==> src/rtl/vco_adc_pkg.sv <==
// Shared types and widths for the VCO ADC capture sequencer.
package vco_adc_pkg;
    localparam int ADC_DW = 32;
    localparam int OVS_W  = 10;
    localparam int CNT_W  = 16;

    typedef enum logic [2:0] {
        IDLE,
        SETTLE,
        FLUSH,
        CAPTURE,
        DONE
    } state_e;
endpackage

==> src/rtl/vco_adc_capture_ctrl_if.sv <==
// CPU-side readout port of the capture FIFO.
interface vco_adc_capture_ctrl_if #(
    parameter int DW = 32,
    parameter int LW = 5
);
    logic          rd_en;
    logic [DW-1:0] rd_dat;
    logic          empty;
    logic [LW-1:0] level;

    modport master (output rd_en, input rd_dat, empty, level);
    modport slave  (input rd_en, output rd_dat, empty, level);
endinterface

==> src/rtl/vco_adc_fifo.sv <==
// First-word-fall-through capture FIFO; a pop frees a slot for a push in the same cycle.
module vco_adc_fifo
    import vco_adc_pkg::*;
#(
    parameter int DEPTH = 16,
    parameter int DW    = ADC_DW
) (
    input  logic                  clk,
    input  logic                  rst,
    input  logic                  clr,
    input  logic                  push,
    input  logic [DW-1:0]         push_dat,
    output logic                  full,
    vco_adc_capture_ctrl_if.slave rd
);
    localparam int AW = $clog2(DEPTH);
    localparam int LW = AW + 1;

    logic [DW-1:0] mem [DEPTH];
    logic [AW-1:0] wr_ptr_q, wr_ptr_d, rd_ptr_q, rd_ptr_d;
    logic [LW-1:0] level_q, level_d;
    logic          empty_q, empty_d;
    logic          do_push, do_pop;

    always_comb begin
        // level never exceeds DEPTH, so its top bit alone marks full
        full     = level_q[AW];
        do_pop   = rd.rd_en && !empty_q;
        do_push  = push && (!full || do_pop);
        wr_ptr_d = wr_ptr_q + AW'(do_push);
        rd_ptr_d = rd_ptr_q + AW'(do_pop);
        level_d  = level_q + LW'(do_push) - LW'(do_pop);
        if (clr) begin
            wr_ptr_d = '0;
            rd_ptr_d = '0;
            level_d  = '0;
        end
        empty_d = (level_d == '0);
    end

    always_ff @(posedge clk or posedge rst) begin
        if (rst) begin
            wr_ptr_q <= '0;
            rd_ptr_q <= '0;
            level_q  <= '0;
            empty_q  <= 1'b1;
        end else begin
            wr_ptr_q <= wr_ptr_d;
            rd_ptr_q <= rd_ptr_d;
            level_q  <= level_d;
            empty_q  <= empty_d;
        end
    end

    always_ff @(posedge clk) begin
        if (do_push && !clr) mem[wr_ptr_q] <= push_dat;
    end

    assign rd.rd_dat = empty_q ? '0 : mem[rd_ptr_q];
    assign rd.level  = level_q;
    assign rd.empty  = empty_q;
endmodule

==> src/rtl/vco_adc_capture_ctrl.sv <==
// Capture sequencer: power VCO, settle, flush sinc3, capture N words into the FIFO.
module vco_adc_capture_ctrl
    import vco_adc_pkg::*;
#(
    parameter int FIFO_DEPTH = 16,
    parameter int DISCARD    = 3,
    parameter int DW         = ADC_DW
) (
    input  logic                          wb_clk_i,
    input  logic                          wb_rst_i,
    input  logic                          start_i,
    input  logic                          stop_i,
    input  logic [OVS_W-1:0]              cfg_oversample_i,
    input  logic [CNT_W-1:0]              cfg_settle_i,
    input  logic [CNT_W-1:0]              cfg_nsamples_i,
    output logic [OVS_W-1:0]              oversample_o,
    output logic                          sinc_en_o,
    output logic                          vco_enb_o,
    input  logic                          adc_dvalid_i,
    input  logic [DW-1:0]                 adc_dat_i,
    input  logic                          rd_en_i,
    output logic [DW-1:0]                 rd_dat_o,
    output logic                          fifo_empty_o,
    output logic [$clog2(FIFO_DEPTH):0]   fifo_level_o,
    output logic                          busy_o,
    output logic                          done_o,
    output logic                          overflow_o,
    output logic                          irq_o
);
    localparam int LW  = $clog2(FIFO_DEPTH) + 1;
    localparam int DCW = (DISCARD > 1) ? $clog2(DISCARD) : 1;

    state_e           state_q, state_d;
    logic [CNT_W-1:0] settle_cnt_q, settle_cnt_d;
    logic [CNT_W-1:0] cap_cnt_q, cap_cnt_d;
    logic [CNT_W-1:0] nsamp_q, nsamp_d;
    logic [OVS_W-1:0] ovs_q, ovs_d;
    logic [DCW-1:0]   disc_cnt_q, disc_cnt_d;
    logic             done_q, done_d, ovf_q, ovf_d, irq_q, irq_d;
    logic             busy_q, busy_d, vco_enb_q, vco_enb_d, sinc_en_q, sinc_en_d;
    logic             fifo_clr, fifo_push, fifo_full;

    vco_adc_capture_ctrl_if #(.DW(DW), .LW(LW)) rd_if ();

    vco_adc_fifo #(.DEPTH(FIFO_DEPTH), .DW(DW)) u_fifo (
        .clk      (wb_clk_i),
        .rst      (wb_rst_i),
        .clr      (fifo_clr),
        .push     (fifo_push),
        .push_dat (adc_dat_i),
        .full     (fifo_full),
        .rd       (rd_if)
    );

    always_comb begin
        state_d      = state_q;
        settle_cnt_d = settle_cnt_q;
        cap_cnt_d    = cap_cnt_q;
        nsamp_d      = nsamp_q;
        ovs_d        = ovs_q;
        disc_cnt_d   = disc_cnt_q;
        done_d       = done_q;
        ovf_d        = ovf_q;
        fifo_clr     = 1'b0;
        fifo_push    = 1'b0;
        case (state_q)
            IDLE, DONE: if (start_i) begin
                state_d      = SETTLE;
                settle_cnt_d = cfg_settle_i;
                nsamp_d      = cfg_nsamples_i;
                ovs_d        = cfg_oversample_i;
                done_d       = 1'b0;
                ovf_d        = 1'b0;
                fifo_clr     = 1'b1;
            end
            SETTLE: begin
                if (stop_i) state_d = DONE;
                else if (settle_cnt_q == '0) begin
                    state_d    = FLUSH;
                    disc_cnt_d = '0;
                end else settle_cnt_d = settle_cnt_q - 1'b1;
            end
            FLUSH: begin
                if (stop_i) state_d = DONE;
                else if (adc_dvalid_i) begin
                    if (disc_cnt_q == DCW'(DISCARD - 1)) begin
                        state_d   = CAPTURE;
                        cap_cnt_d = '0;
                    end else disc_cnt_d = disc_cnt_q + 1'b1;
                end
            end
            CAPTURE: begin
                // dropped words still count, so a full FIFO cannot stall a finite run
                fifo_push = adc_dvalid_i;
                if (adc_dvalid_i) begin
                    cap_cnt_d = cap_cnt_q + 1'b1;
                    if (nsamp_q != '0 && cap_cnt_d == nsamp_q) state_d = DONE;
                end
                if (stop_i) state_d = DONE;
            end
            default: state_d = IDLE;
        endcase
        if (fifo_push && fifo_full && !rd_en_i) ovf_d = 1'b1;
        if (state_d == DONE) done_d = 1'b1;
        irq_d     = (state_d == DONE) && (state_q != DONE);
        busy_d    = state_d inside {SETTLE, FLUSH, CAPTURE};
        vco_enb_d = !busy_d;
        sinc_en_d = state_d inside {FLUSH, CAPTURE};
    end

    always_ff @(posedge wb_clk_i or posedge wb_rst_i) begin
        if (wb_rst_i) begin
            state_q      <= IDLE;
            settle_cnt_q <= '0;
            cap_cnt_q    <= '0;
            nsamp_q      <= '0;
            ovs_q        <= '0;
            disc_cnt_q   <= '0;
            done_q       <= 1'b0;
            ovf_q        <= 1'b0;
            irq_q        <= 1'b0;
            busy_q       <= 1'b0;
            vco_enb_q    <= 1'b1;
            sinc_en_q    <= 1'b0;
        end else begin
            state_q      <= state_d;
            settle_cnt_q <= settle_cnt_d;
            cap_cnt_q    <= cap_cnt_d;
            nsamp_q      <= nsamp_d;
            ovs_q        <= ovs_d;
            disc_cnt_q   <= disc_cnt_d;
            done_q       <= done_d;
            ovf_q        <= ovf_d;
            irq_q        <= irq_d;
            busy_q       <= busy_d;
            vco_enb_q    <= vco_enb_d;
            sinc_en_q    <= sinc_en_d;
        end
    end

    assign rd_if.rd_en  = rd_en_i;
    assign rd_dat_o     = rd_if.rd_dat;
    assign fifo_empty_o = rd_if.empty;
    assign fifo_level_o = rd_if.level;
    assign oversample_o = ovs_q;
    assign sinc_en_o    = sinc_en_q;
    assign vco_enb_o    = vco_enb_q;
    assign busy_o       = busy_q;
    assign done_o       = done_q;
    assign overflow_o   = ovf_q;
    assign irq_o        = irq_q;
endmodule

==> config.mk <==
export PLATFORM = sky130hd
export DESIGN_NAME = vco_adc_capture_ctrl
export DESIGN_NICKNAME = d
export VERILOG_FILES = /design/src/rtl/vco_adc_pkg.sv /design/src/rtl/vco_adc_capture_ctrl_if.sv /design/src/rtl/vco_adc_fifo.sv /design/src/rtl/vco_adc_capture_ctrl.sv
export SDC_FILE = /design/constraint.sdc
export NUM_CORES = 1
export LEC_CHECK = 0
export CORE_MARGIN = 4
export CORE_UTILIZATION = 35
export DETAILED_ROUTE_END_ITERATION = 12
export SLEW_MARGIN = 20
export SYNTH_ARGS = -nofsm -noshare
export SYNTH_HDL_FRONTEND = slang
export SYNTH_HIERARCHICAL = 1
export SYNTH_SLANG_ARGS = --single-unit
==> constraint.sdc <==
create_clock -name wb_clk_i -period 8.6 [get_ports wb_clk_i]
set_input_delay 0.86 -clock wb_clk_i [delete_from_list [all_inputs] [get_ports wb_clk_i]]
set_output_delay 0.86 -clock wb_clk_i [all_outputs]
set_load 0.005 [all_outputs]
==> results of run 1 <==
## metal layers
layer,GRT usage (%),up-vias
li1,-,6466
met1,18.96,7193
met2,25.16,304
met3,3.106,58
met4,3.535,0
met5,0,-
## path summary, 6_finish.rpt
path / depth (start not counted) / endpoint / start / slack (ns)
max: 6 / rd_dat_o[27] / u_fifo/rd_ptr_q[2]$_DFF_PP0_ / 3.67
min: 2 / oversample_o[1]$_DFFE_PP0P_ / oversample_o[1]$_DFFE_PP0P_ / 0.49
max reg2reg: 5 / u_fifo/mem[12][6]$_DFFE_PP_ / state_q[0]$_DFF_PP0_ / 4.53
min reg2reg: 2 / oversample_o[1]$_DFFE_PP0P_ / oversample_o[1]$_DFFE_PP0P_ / 0.49
max in group asynchronous: 3 / settle_cnt_q[8]$_DFFE_PP0P_ / wb_rst_i / 7.05
min in group asynchronous: 2 / overflow_o$_DFFE_PP0P_ / wb_rst_i / 0.52
## kinds of logic (layout without fill, tap and decap cells)
family	Yosys count	in the layout	share of synthesized area (%)
AO/OA/AOI/OAI	281	281	7.740
XOR/XNOR	23	23	0.8134
adder cells (fa/ha/maj)	13	13	0.6871
buffers and inverters	119	301	3.264
flip-flops	595	595	70.48
multiplexers	248	248	10.71
other	0	4	0
AND/OR/NAND/NOR	320	320	6.305
## stage by stage
step	power [uW]	cell area, um^2	setup WS [ns]	hold slack, ns
after detailed placement	5496	26990	3.758	0.4795
after global routing	8475	29080	3.522	0.5092
after CTS	8183	29050	3.510	0.4939
after global placement	5467	26840	3.822	0.4700
after floorplan	4877	24770	3.758	0.4629
final	8078	29090	3.668	0.4913
## power by group through the flow
stage / combinational (uW) / sequential, uW / clock (uW)
after floorplan: 1520 / 3350 / 0
after global placement: 2020 / 3450 / 0
after detailed placement: 2040 / 3450 / 0
after CTS: 2050 / 3400 / 2740
after global routing: 2200 / 3420 / 2860
final: 2020 / 3400 / 2660
## placed cells by master (no fill, tap or decap), drive strengths merged, types with 4 or more instances in the layout
cell type        n
nor2b           13
a21oi           25
diode            4
nor3            20
xnor2           11
o21ai           68
a31oi           10
a221oi          13
edfxtp         512
nand4            6
mux2i          232
xor2            12
nor2            59
clkinv          29
clkbuf          87
a22oi          107
inv             24
ha              12
buf             25
or3              7
clkdlybuf4s50  133
nand3           21
nand2b           7
nand2          151
mux4            12
nor4            15
o31ai            9
mux2             4
o22ai           26
dfrtp           81
a21o             5
## layout make-up
type	instances	area, um^2	share of cell area, %
well taps	940	1176	4.044
repair buffers	158	1653	5.683
clock buffers	87	1826	6.276
inverters	23	86.33	0.2968
multi-input cells	885	6638	22.82
flip-flops and latches	595	17460	60.02
diodes	4	10.01	0.03441
clock inverters	33	239.0	0.8216
## critical path, cell delays in order (launching register included)
cell             delay, ns
dfrtp_1               1.06
and2_2                0.76
buf_4                 0.54
a22oi_1               0.24
nand2_1               0.13
o22ai_1               0.15
clkdlybuf4s50_1       0.56
## state kept, by name, summed over array words and instances, names as in the netlist
name / count
irq_o: 1
nsamp_q: 16
cap_cnt_q: 16
u_fifo/wr_ptr_q: 4
oversample_o: 10
overflow_o: 1
busy_o: 1
disc_cnt_q: 2
u_fifo/mem: 512
state_q: 3
sinc_en_o: 1
done_o: 1
vco_enb_o: 1
u_fifo/rd.level: 5
u_fifo/rd_ptr_q: 4
settle_cnt_q: 16
u_fifo/rd.empty: 1
==> impl_metrics.toml, run 1 <==
[status]
outcome = "finished clean"

[placed_design]
place_inst = 2600
dp_hpwl_um = 33180
portBuffers = 133
gp_congestion = 0.7838

[synth]
synth_edf_count = 512
ys.flop_type = "edfxtp_1"
synthTopCellsByCount = "512 x edfxtp_1, 232 x mux2i_1, 151 x nand2_1, 107 x a22oi_1, 81 x dfrtp_1"
synthTopCellsByArea = "edfxtp_1 62%, mux2i_1 9.4%, dfrtp_1 8.2%, a22oi_1 3.2%, nand2_1 2.3%"
synth.top_cell.area_share_pct = 62.08
syn_avg_cell_area_um2 = 15.49
mappedNetlistArea_mm2 = 0.02477
synth.distinct_cells = 78
netlist_instances = 1599
ys_seq_area_share_pct = 70.48
synth_area_leader_cell = "edfxtp_1"
synth-async-reset-ratio_pct = 13.95
yosysMostFrequentCell = "edfxtp_1"
yosys_warnings = 6
synth-seq-cells = 595
syn_nets = 1692

[job]
maxCapViolations = 0

[layout]
nNetsFinal = 1823
syn_to_final_growth_pct = 17.45
final_util_pct = 41.53
n_fill_cell = 6326
layout-drive-gt1-share_pct = 9.882
final_cells = 2725

[route]
first_iter_violations = 1132
wl_met3_um = 2729
wl_per_cell_um = 20.40
dr.max_layer_used = "met4"
drcViolationCount = 0
wl_um = 55600
firstDrtPassIters = 8
ant_nets = 0
via_per_inst = 5.145
wl_met2_um = 27950
vias = 14021
wl_met1_um = 24020

[sta]
setup_tns_ns = 0
worst_slew_pin_slew_ns = 1.099
fmax_mhz = 202.8
finalCriticalPeriod_ns = 4.932
period_share_pct = 57.35
rsz0062_at_grt = "false"
hold_viol = 0
maxSlewViolCount = 0
max_slew_margin_pct = 26.57
finalClockSkew_ns = 0.01289
setup_viol = 0

[grt]
antenna_found_initial = 4
global_route.usage.total_pct = 14.62
grt_pass1_vias = 14337
grt_pass1_wl_um = 85180
grt_max_degree = 135
grt.overflow.total = 0

[setup_path]
critPathArrivalTime_ns = 4.07
end_kind = "output port"
cp.required_ns = 7.74
worstPathMaxFanout = 29
critical_path_class = "reg -> out"
cp-start-kind = "flop"

[die]
pin_count = 134
fp.dieArea_mm2 = 0.07508
initial_utilization_pct = 35.36
die_h_um = 274
core-area_mm2 = 0.07003
die_x_um = 274
row_count = 97

[clocking]
ctsResizeCount = 0
htreeDepth = 3
cts_setup_buffers = 0
insertion_delay_ns = 0.59
cts-root-buf = "clkbuf_16"
cts.sink_count = 595
cts_buffer_depth = 3
cts_made_buffers = 67
path_clk_slew_ns = 0.06
ctsHoldBuffers = 0
cts_tree = "built"

[pwr]
p_leak_uw = 0.01006
swShare_pct = 28.84
internal_power_uw = 5748
ir_drop_v = 0.0003202
clkPwrFrac_pct = 33.0
seqPwrFrac_pct = 42.1
power.density_mw_per_mm2 = 277.7
p_switching_uw = 2329
p_comb_share_pct = 25.0

[min_path]
hold_path.class = "reg -> reg"
Note: power is estimated with default switching activity, not from simulation.
==> run 2: changes to the inputs <==
- clock period: 8.6 -> 4.95 ns (I/O delays scaled with it)
==> run 2 against run 1 <==
Compared with the run above: non-clock buffer count rose by 18; final area rose by 0.42%; critical path depth increased by 1; register-to-register slack got worse by 3.1 ns; wire length increased by 4.0%; clock skew rose by 0.012 ns.
==> impl_metrics.toml, run 2 (synthesis results as in run 1) <==
[route]
via_per_inst = 5.111
ant_nets = 0
firstDrtPassIters = 5
first_iter_violations = 1113
drcViolationCount = 0
wl_per_cell_um = 21.12
wl_um = 57830
vias = 13995

[die]
initial_utilization_pct = 35.36
fp.dieArea_mm2 = 0.07508
core-area_mm2 = 0.07003
pin_count = 134
row_count = 97
die_x_um = 274
die_h_um = 274

[clocking]
ctsHoldBuffers = 0
cts_buffer_depth = 3
cts-root-buf = "clkbuf_16"
insertion_delay_ns = 0.63
ctsResizeCount = 0
htreeDepth = 2
cts_made_buffers = 61
cts.sink_count = 595
cts_setup_buffers = 0
cts_tree = "built"
path_clk_slew_ns = 0.06

[setup_path]
crit_path_cell_trace = "nor2b_4 -> buf_4 -> buf_4 -> a22oi_1 -> nand2_1 -> o21ai_1 -> clkdlybuf4s50_1"
critical_path_class = "reg -> out"
crit_buf_inv = 3
ff2ff_setup_slack_ns = 1.41
cp-start-kind = "flop"
reg2reg_from = "state_q[2]$_DFF_PP0_"
cp_top_family = "buffers and inverters"
rr_endpoint = "u_fifo/rd.empty$_DFF_PP1_"
end_kind = "output port"
cp_slowest_cell = "nor2b_4"
critPathLaunch = "u_fifo/rd_ptr_q[2]$_DFF_PP0_"
reg2regPathDepth = 14
cp.required_ns = 4.45
critPathMostFrequentCell = "buf_4"
cp.depth = 7
slowest_delay_ns = 0.81
worstPathMaxFanout = 23
critPathArrivalTime_ns = 3.80

[sta]
worst_slew_pin_slew_ns = 1.078
rsz0062_at_grt = "false"
maxSlewViolCount = 0
fmax_mhz = 232.8
max_slew_margin_pct = 28.11
finalCriticalPeriod_ns = 4.295
finalClockSkew_ns = 0.02468
hold_viol = 0
setup_slack_ns = 0.6551
period_share_pct = 86.77
setup_viol = 0
setup_tns_ns = 0

[placed_design]
dp_hpwl_um = 33700
gp_congestion = 0.7947
portBuffers = 133
post-place-ws_ns = 1.034

[layout]
syn_to_final_growth_pct = 17.94
largest_reg_flops = 512
most-common-layout-cells = "512 x edfxtp_1, 232 x mux2i_1, 150 x nand2_1"
nNetsFinal = 1835
n_fill_cell = 6308
largest-register = "u_fifo/mem"
layout-drive-gt1-share_pct = 11.32
register_area_mm2 = 0.01746
layout_commonest_cell = "edfxtp_1"
multi_input_area_mm2 = 0.006643

[grt]
grt_pass1_vias = 14090
grt.overflow.total = 0
grt_pass1_wl_um = 86630
antenna_found_initial = 6
grt_max_degree = 66
global_route.usage.total_pct = 15.12

[pwr]
power.density_mw_per_mm2 = 478.3
p_leak_uw = 0.01010
ir_drop_v = 0.0003039

[status]
outcome = "finished clean"

[min_path]
hold_path.class = "in -> async"

[job]
maxCapViolations = 0
run 2: final cells by class:
class / instances / area share (%)
Clock inverter: 49 / 1.495
Timing Repair Buffer: 176 / 6.349
Multi-Input combinational cell: 885 / 22.74
Inverter: 23 / 0.2956
Clock buffer: 65 / 5.278
Antenna cell: 5 / 0.04284
Sequential cell: 595 / 59.77
Tap cell: 940 / 4.027
run 2: power by group:
part	total, uW	switching [uW]	leakage, uW	internal, uW
sequential	5880	271	0.00566	5610
clock	4490	1920	0.000947	2570
combinational	3600	1890	0.00350	1710
run 2: routing by layer:
layer	track usage (%)	wire length [um]	vias up
met3	3.255	3446	91
met1	19.36	24140	7044
met5	0	10	-
li1	-	-	6493
met2	25.99	28900	365
met4	4.239	1336	2
run 2: through the flow:
step	instance area, um^2	power (uW)	hold slack, ns	util, %	instances
6_report	29210	13970	0.3145	41.71	2738
5_1_grt	29200	14650	0.3704	41.69	2734
4_1_cts	29180	14150	0.3331	41.67	2732
3_5_place_dp	27200	9627	0.4673	38.85	2618
3_3_place_gp	27200	9578	0.4594	38.85	2618
2_1_floorplan	24770	8473	0.3835	-	1599
run 2: worst max-delay path by stage:
stage / end / slack, ns
global route: rd_dat_o[9] / 0.53
detailed placement: u_fifo/rd.empty$_DFF_PP1_ / 1.03
floorplan: u_fifo/mem[2][0]$_DFFE_PP_ / 0.33
finish: rd_dat_o[2] / 0.66
CTS: rd_dat_o[2] / 0.60
global placement: u_fifo/rd.empty$_DFF_PP1_ / 1.08
